File: src/rtl/gain_ramp.sv
// Output volume/mute stage: scales each sample by a gain that ramps linearly toward
// the target, so gain changes and mutes do not click. Two-stage multiply/saturate pipeline.
module gain_ramp #(
  parameter int          DATA_BIT = 16,
  parameter logic [15:0] STEP     = 16'h0010,
  parameter logic [15:0] MAX_GAIN = 16'h7FFF
) (
  input  logic                i_clk,
  input  logic                i_reset,
  input  logic [DATA_BIT-1:0] i_audio,
  input  logic                i_audio_valid,
  input  logic [15:0]         i_gain,
  input  logic                i_mute,
  output logic [DATA_BIT-1:0] o_audio,
  output logic                o_audio_valid,
  output logic [15:0]         o_gain,
  output logic                o_ramping,
  output logic                o_muted
);
  localparam int PW = DATA_BIT + 17;
  localparam logic signed [PW-1:0] Y_MAX = $signed({{(PW-DATA_BIT+1){1'b0}}, {(DATA_BIT-1){1'b1}}});
  localparam logic signed [PW-1:0] Y_MIN = ~Y_MAX;

  typedef enum logic [1:0] {IDLE, RAMP_UP, RAMP_DOWN, MUTED} state_t;

  state_t                     state_q, state_d;
  logic [15:0]                g_q, g_d;
  logic signed [PW-1:0]       p_q, p_d;
  logic [1:0]                 vld_pipe_q, vld_pipe_d;
  logic [DATA_BIT-1:0]        o_audio_q, o_audio_d;

  logic [15:0]                tgt;
  logic [16:0]                g_up, dn_lim;
  logic signed [PW-1:0]       a_ext, g_ext, y;

  // Gain ramp and state: both only move on an accepted sample.
  always_comb begin
    tgt     = i_mute ? 16'h0000 : ((i_gain > MAX_GAIN) ? MAX_GAIN : i_gain);
    g_up    = {1'b0, g_q} + {1'b0, STEP};
    dn_lim  = {1'b0, tgt} + {1'b0, STEP};
    g_d     = g_q;
    state_d = state_q;
    if (i_audio_valid) begin
      if (g_q < tgt)
        g_d = (g_up >= {1'b0, tgt}) ? tgt : g_up[15:0];
      else if (g_q > tgt)
        g_d = ({1'b0, g_q} <= dn_lim) ? tgt : (g_q - STEP);
      if (g_d == 16'h0000 && i_mute) state_d = MUTED;
      else if (g_d < tgt)            state_d = RAMP_UP;
      else if (g_d > tgt)            state_d = RAMP_DOWN;
      else                           state_d = IDLE;
    end
  end

  // The sample is scaled by the gain held before this strobe's update.
  always_comb begin
    a_ext      = {{(PW-DATA_BIT){i_audio[DATA_BIT-1]}}, i_audio};
    g_ext      = {{(PW-16){1'b0}}, g_q};
    p_d        = i_audio_valid ? (a_ext * g_ext) : p_q;
    vld_pipe_d = {vld_pipe_q[0], i_audio_valid};
    y          = p_q >>> 14;
    o_audio_d  = o_audio_q;
    if (vld_pipe_q[0]) begin
      if (y > Y_MAX)      o_audio_d = Y_MAX[DATA_BIT-1:0];
      else if (y < Y_MIN) o_audio_d = Y_MIN[DATA_BIT-1:0];
      else                o_audio_d = y[DATA_BIT-1:0];
    end
  end

  always_ff @(posedge i_clk) begin
    if (i_reset) begin
      state_q    <= IDLE;
      g_q        <= '0;
      p_q        <= '0;
      vld_pipe_q <= '0;
      o_audio_q  <= '0;
    end else begin
      state_q    <= state_d;
      g_q        <= g_d;
      p_q        <= p_d;
      vld_pipe_q <= vld_pipe_d;
      o_audio_q  <= o_audio_d;
    end
  end

  assign o_audio       = o_audio_q;
  assign o_audio_valid = vld_pipe_q[1];
  assign o_gain        = g_q;
  assign o_ramping     = (state_q == RAMP_UP) || (state_q == RAMP_DOWN);
  assign o_muted       = (state_q == MUTED);
endmodule
File: config.mk
export PLATFORM = sky130hd
export DESIGN_NAME = gain_ramp
export DESIGN_NICKNAME = d
export VERILOG_FILES = /design/src/rtl/gain_ramp.sv
export SDC_FILE = /design/constraint.sdc
export NUM_CORES = 1
export LEC_CHECK = 0
export CORE_MARGIN = 3
export CORE_UTILIZATION = 45
export CTS_CLUSTER_SIZE = 28
export DETAILED_ROUTE_END_ITERATION = 12
export GPL_TIMING_DRIVEN = 0
export PLACE_DENSITY = 0.64
export REMOVE_ABC_BUFFERS = 1
export SYNTH_ARGS = -nofsm -noshare
export SYNTH_HDL_FRONTEND = slang
export SYNTH_SLANG_ARGS = --single-unit
File: constraint.sdc
create_clock -name i_clk -period 23 [get_ports i_clk]
set_input_delay 5.75 -clock i_clk [delete_from_list [all_inputs] [get_ports i_clk]]
set_output_delay 5.75 -clock i_clk [all_outputs]
set_load 0.005 [all_outputs]
==> flow_summary.ini, run 1 <==
[yosys]
yosys_warnings = 0
synth_top_cells_by_area = fa_1 30%, ha_1 17%, dfxtp_1 8.6%
multiplexer_share_of_the_synthesized_area_pct = 2.19
synthesis.area_sq_um = 12900
syn_area_per_cell_sq_um = 8.36
synth_adder_area_share_pct = 47.4
yosys_register_bits = 55
share_of_synthesized_area_occupied_by_flip_flops_and_latches_pct = 8.55
dominant_combinational_cell_family_by_area_after_synthesis = adder cells
synthesis.instances = 1540
synthArstFlopShare_pct = 0
synth_cell_types = 72
synth-main-ff-cell = dfxtp_1
synthXorXnorAreaFrac_pct = 2.45
synthSimpleGateAreaFrac_pct = 19.8
post_synthesis_compound_gate_area_fraction_pct = 9.90
synth-edff-count = 0
netlist.top_cell.by_area = fa_1
proportion_of_netlist_area_held_by_the_largest_area_contributor_pct = 30.0

[clock_tree]
cts_tree = done
worst_setup_hold_path_clk_slew_ps = 80
cts_sinks = 55
cts-root-to-sink-buffers = 2
htree_num_levels = 2
clk-insertion-delay-late_ps = 310
buffer_count_from_post_cts_setup_fixing = 0
cts_resized = 0
cts_inserted_buffers = 5
cts_root_buffer = clkbuf_16
ctsHoldBuffers = 0

[floorplan]
floorplan.die_area_sq_um = 30700
core.rowCount = 61
dieHeight_microns = 175
initial_utilization_pct = 46.0
core_sq_um = 28000
boundaryPins = 71
die_width_microns = 175

[worst_setup_path]
crit_type = input port to register
cpMostUsedCell = fa_1
crit_chain = clkdlybuf4s50_1 > nand2_1 > fa_1 > inv_1 > fa_1 > inv_1 > fa_1 > inv_1 > fa_1 > inv_1 > fa_1 > inv_1 > fa_1 > ha_1 > o21a_1 > a21o_1 > a31oi_1 > a211oi_1 > o21ai_0 > nand2_1 > o21ai_0 > mux2i_1 > o311ai_0
r2r_setup_slack_ps = 15330
critical-path-max-stage-delay_ps = 920
worst_setup_path_end_kind = register
critical_path_required_ps = 23140
critical_path_peak_fanout = 16
worst_path_max_delay_cell = clkdlybuf4s50_1
startpoint_type = input port
worstPathArrival_ps = 12930

[timing]
slew_headroom_pct = 6.26
report.final.slew_viol_count = 0
grt_setup_unrepaired = no
period_minus_slack_ps = 12780
totalNegativeSetupSlack_ps = 0
setup_viol = 0
clock_skew_ps = 7.33
min_period_over_period_pct = 55.6
postLayoutSetupSlackWorst_ps = 10220
report.final.hold_viol_count = 0
max_clock_freq_ghz = 0.0782
timing_worst_slew_pin_value_ps = 1400

[route]
drt-pass1-iter-count = 5
dr_total_vias = 10500
wirelength_microns = 32500
drt_iter0_markers = 649
vias_per_cell = 5.46
routedWlPerCell_microns = 16.9
drtAntennaViolNets = 0
drcViolationCount = 0

[final_layout]
layout.area.seq_sq_um = 1100
post_route_insts_no_fill = 1919
area.growth.synth_to_final_pct = 8.33
final_util_pct = 49.8
share_of_final_layout_standard_cells_stronger_than_drive_strength_1_pct = 1.69
filler_cell_count = 2740
multi_input_area_sq_um = 10500
antenna_cells = 0
design.final.nets = 1948

[place]
placed_cells_incl_taps = 1911
gpl.final_weighted_congestion = 0.906
placement.io_buffers = 70
detailed_place_hpwl_microns = 24600
placement.setup.worst_slack_ps = 9890

[global_route]
via_count_of_the_first_global_routing_pass = 10700
grt_first_pass_wirelength_microns = 54300
global_route.usage.total_pct = 21.6
grt-ovfl-total = 0
antenna_found_initial = 0
grt_start_max_net_pins = 38

[hold_path]
hold_class = register to register

[status]
outcome = finished clean

[power]
power.leakage_nw = 6.87
pwr_density_cell_nw_per_um2 = 87.8
total_power_mw = 1.22
vdd.ir_drop.worst_uv = 78.6

[run]
cap_violations = 0
layer usage:
layer	up-vias	part of all wire [%]	wire length (microns)	track usage (%)
met1	5245	46	14900	30.4
met5	-	0	0	0
met3	27	4.2	1370	1.69
met4	0	1.2	377	3.72
met2	255	49	15900	37.2
li1	4959	-	-	-
per-stage QoR:
stage | area (sq um) | hold slack [ps]
floorplan | 12600 | 420
global placement | 13700 | 441
detailed placement | 13800 | 446
CTS | 13900 | 457
global route | 13900 | 478
finish | 13900 | 453
cell type report:
class / count / share of cell area, %
multi-input cells: 1159 / 75.6
flip-flops and latches: 55 / 7.90
clock buffers: 5 / 0.897
clock inverters: 3 / 0.395
well taps: 378 / 3.39
repair buffers: 71 / 5.15
inverters: 248 / 6.67
Yosys cell counts, types with 5 or more instances:
master    number
nor2b_1        6
nor2_1        78
o21ai_0       48
nor4_1        10
dfxtp_1       55
fa_1         193
o21a_1        12
or3_1         13
or2_2          5
nand3_1       26
and3_1        12
ha_1         179
nand4_1       10
xor2_1        12
nand2b_1      28
inv_1        247
nor3_1        24
and2_1        91
a211oi_1      15
mux2i_1       27
o211ai_1       5
o21bai_1       8
a21oi_1       48
nand2_1      202
xnor2_1       24
clkbuf_1      73
a31oi_1        7
a21o_1         9
critical path: cells and delay by family:
family | cells | cell delay, ps
multiplexers | 1 | 200
AO/OA/AOI/OAI | 7 | 1890
adder cells (fa/ha/maj) | 7 | 3550
buffers and inverters | 6 | 1200
AND/OR/NAND/NOR | 2 | 320
report_power, final:
group	switching (mW)	total, mW	internal [mW]	leakage [nW]
registers	0.0486	0.163	0.114	0.452
clock network	0.0406	0.0932	0.0526	0.0868
logic	0.537	0.968	0.430	6.33
total	0.627	1.22	0.597	6.87
sequential cells by signal (all words and copies together) (netlist names):
name        count
o_gain         16
state_q         2
o_audio        16
vld_pipe_q      2
p_q            19
cells in the final DEF (no fill, tap or decap), types with 10 or more instances in the layout:
cell,count
clkdlybuf4s50_1,68
nor2_1,78
nand4_1,10
dfxtp_1,54
and3_1,12
o21a_1,12
a211oi_1,15
xor2_1,12
nor3_1,23
or3_1,13
nand2b_1,28
and2_1,91
xnor2_1,24
nand2_1,202
ha_1,179
mux2i_1,27
nor4_1,10
o21ai_0,48
inv_1,247
fa_1,193
nand3_1,26
a21oi_1,48
cells by family (layout without fill, tap and decap cells):
family / Yosys count / count (layout)
adder cells (fa/ha/maj): 372 / 372
flip-flops: 55 / 55
AND/OR/NAND/NOR: 523 / 523
multiplexers: 28 / 28
buffers and inverters: 328 / 327
XOR/XNOR: 36 / 36
other: 1 / 3
AO/OA/AOI/OAI: 197 / 197
path summary, 6_finish.rpt:
| check | startpoint | endpoint | cells after the start |
|---|---|---|---|
| worst min-delay path | p_q[26] | p_q[26] | 2 |
| worst max register to register | o_gain[8] | p_q[30] | 22 |
| worst max-delay path | i_audio[6] | p_q[30] | 23 |
| worst min register to register | p_q[26] | p_q[26] | 2 |
Power figures use the tool's default switching activity.
==> run 2: changes to the inputs <==
clock period = 12.77 ns   (was 23 ns; I/O delays follow)
==> results of run 2 <==
The final DEF is identical to that of run 1. Status: finished clean.
Main changes from that run: setup slack after placement 9890 ps -> 2210 ps; setup slack after layout 10220 ps -> 2550 ps; register-to-register setup slack 15330 ps -> 5100 ps; total power 1.22 mW -> 2.20 mW; worst IR drop on VDD 78.6 uV -> 141 uV
==> run 3: changes to the inputs <==
clock period = 10.7 ns   (was 12.77 ns; I/O delays follow)
==> results of run 3 <==
The final DEF is identical to that of run 1. Status: finished clean.
Main changes from that run: setup slack after placement 9890 ps -> 662 ps; setup slack after layout 10220 ps -> 993 ps; register-to-register setup slack 15330 ps -> 3030 ps; total power 1.22 mW -> 2.63 mW; worst IR drop on VDD 78.6 uV -> 169 uV
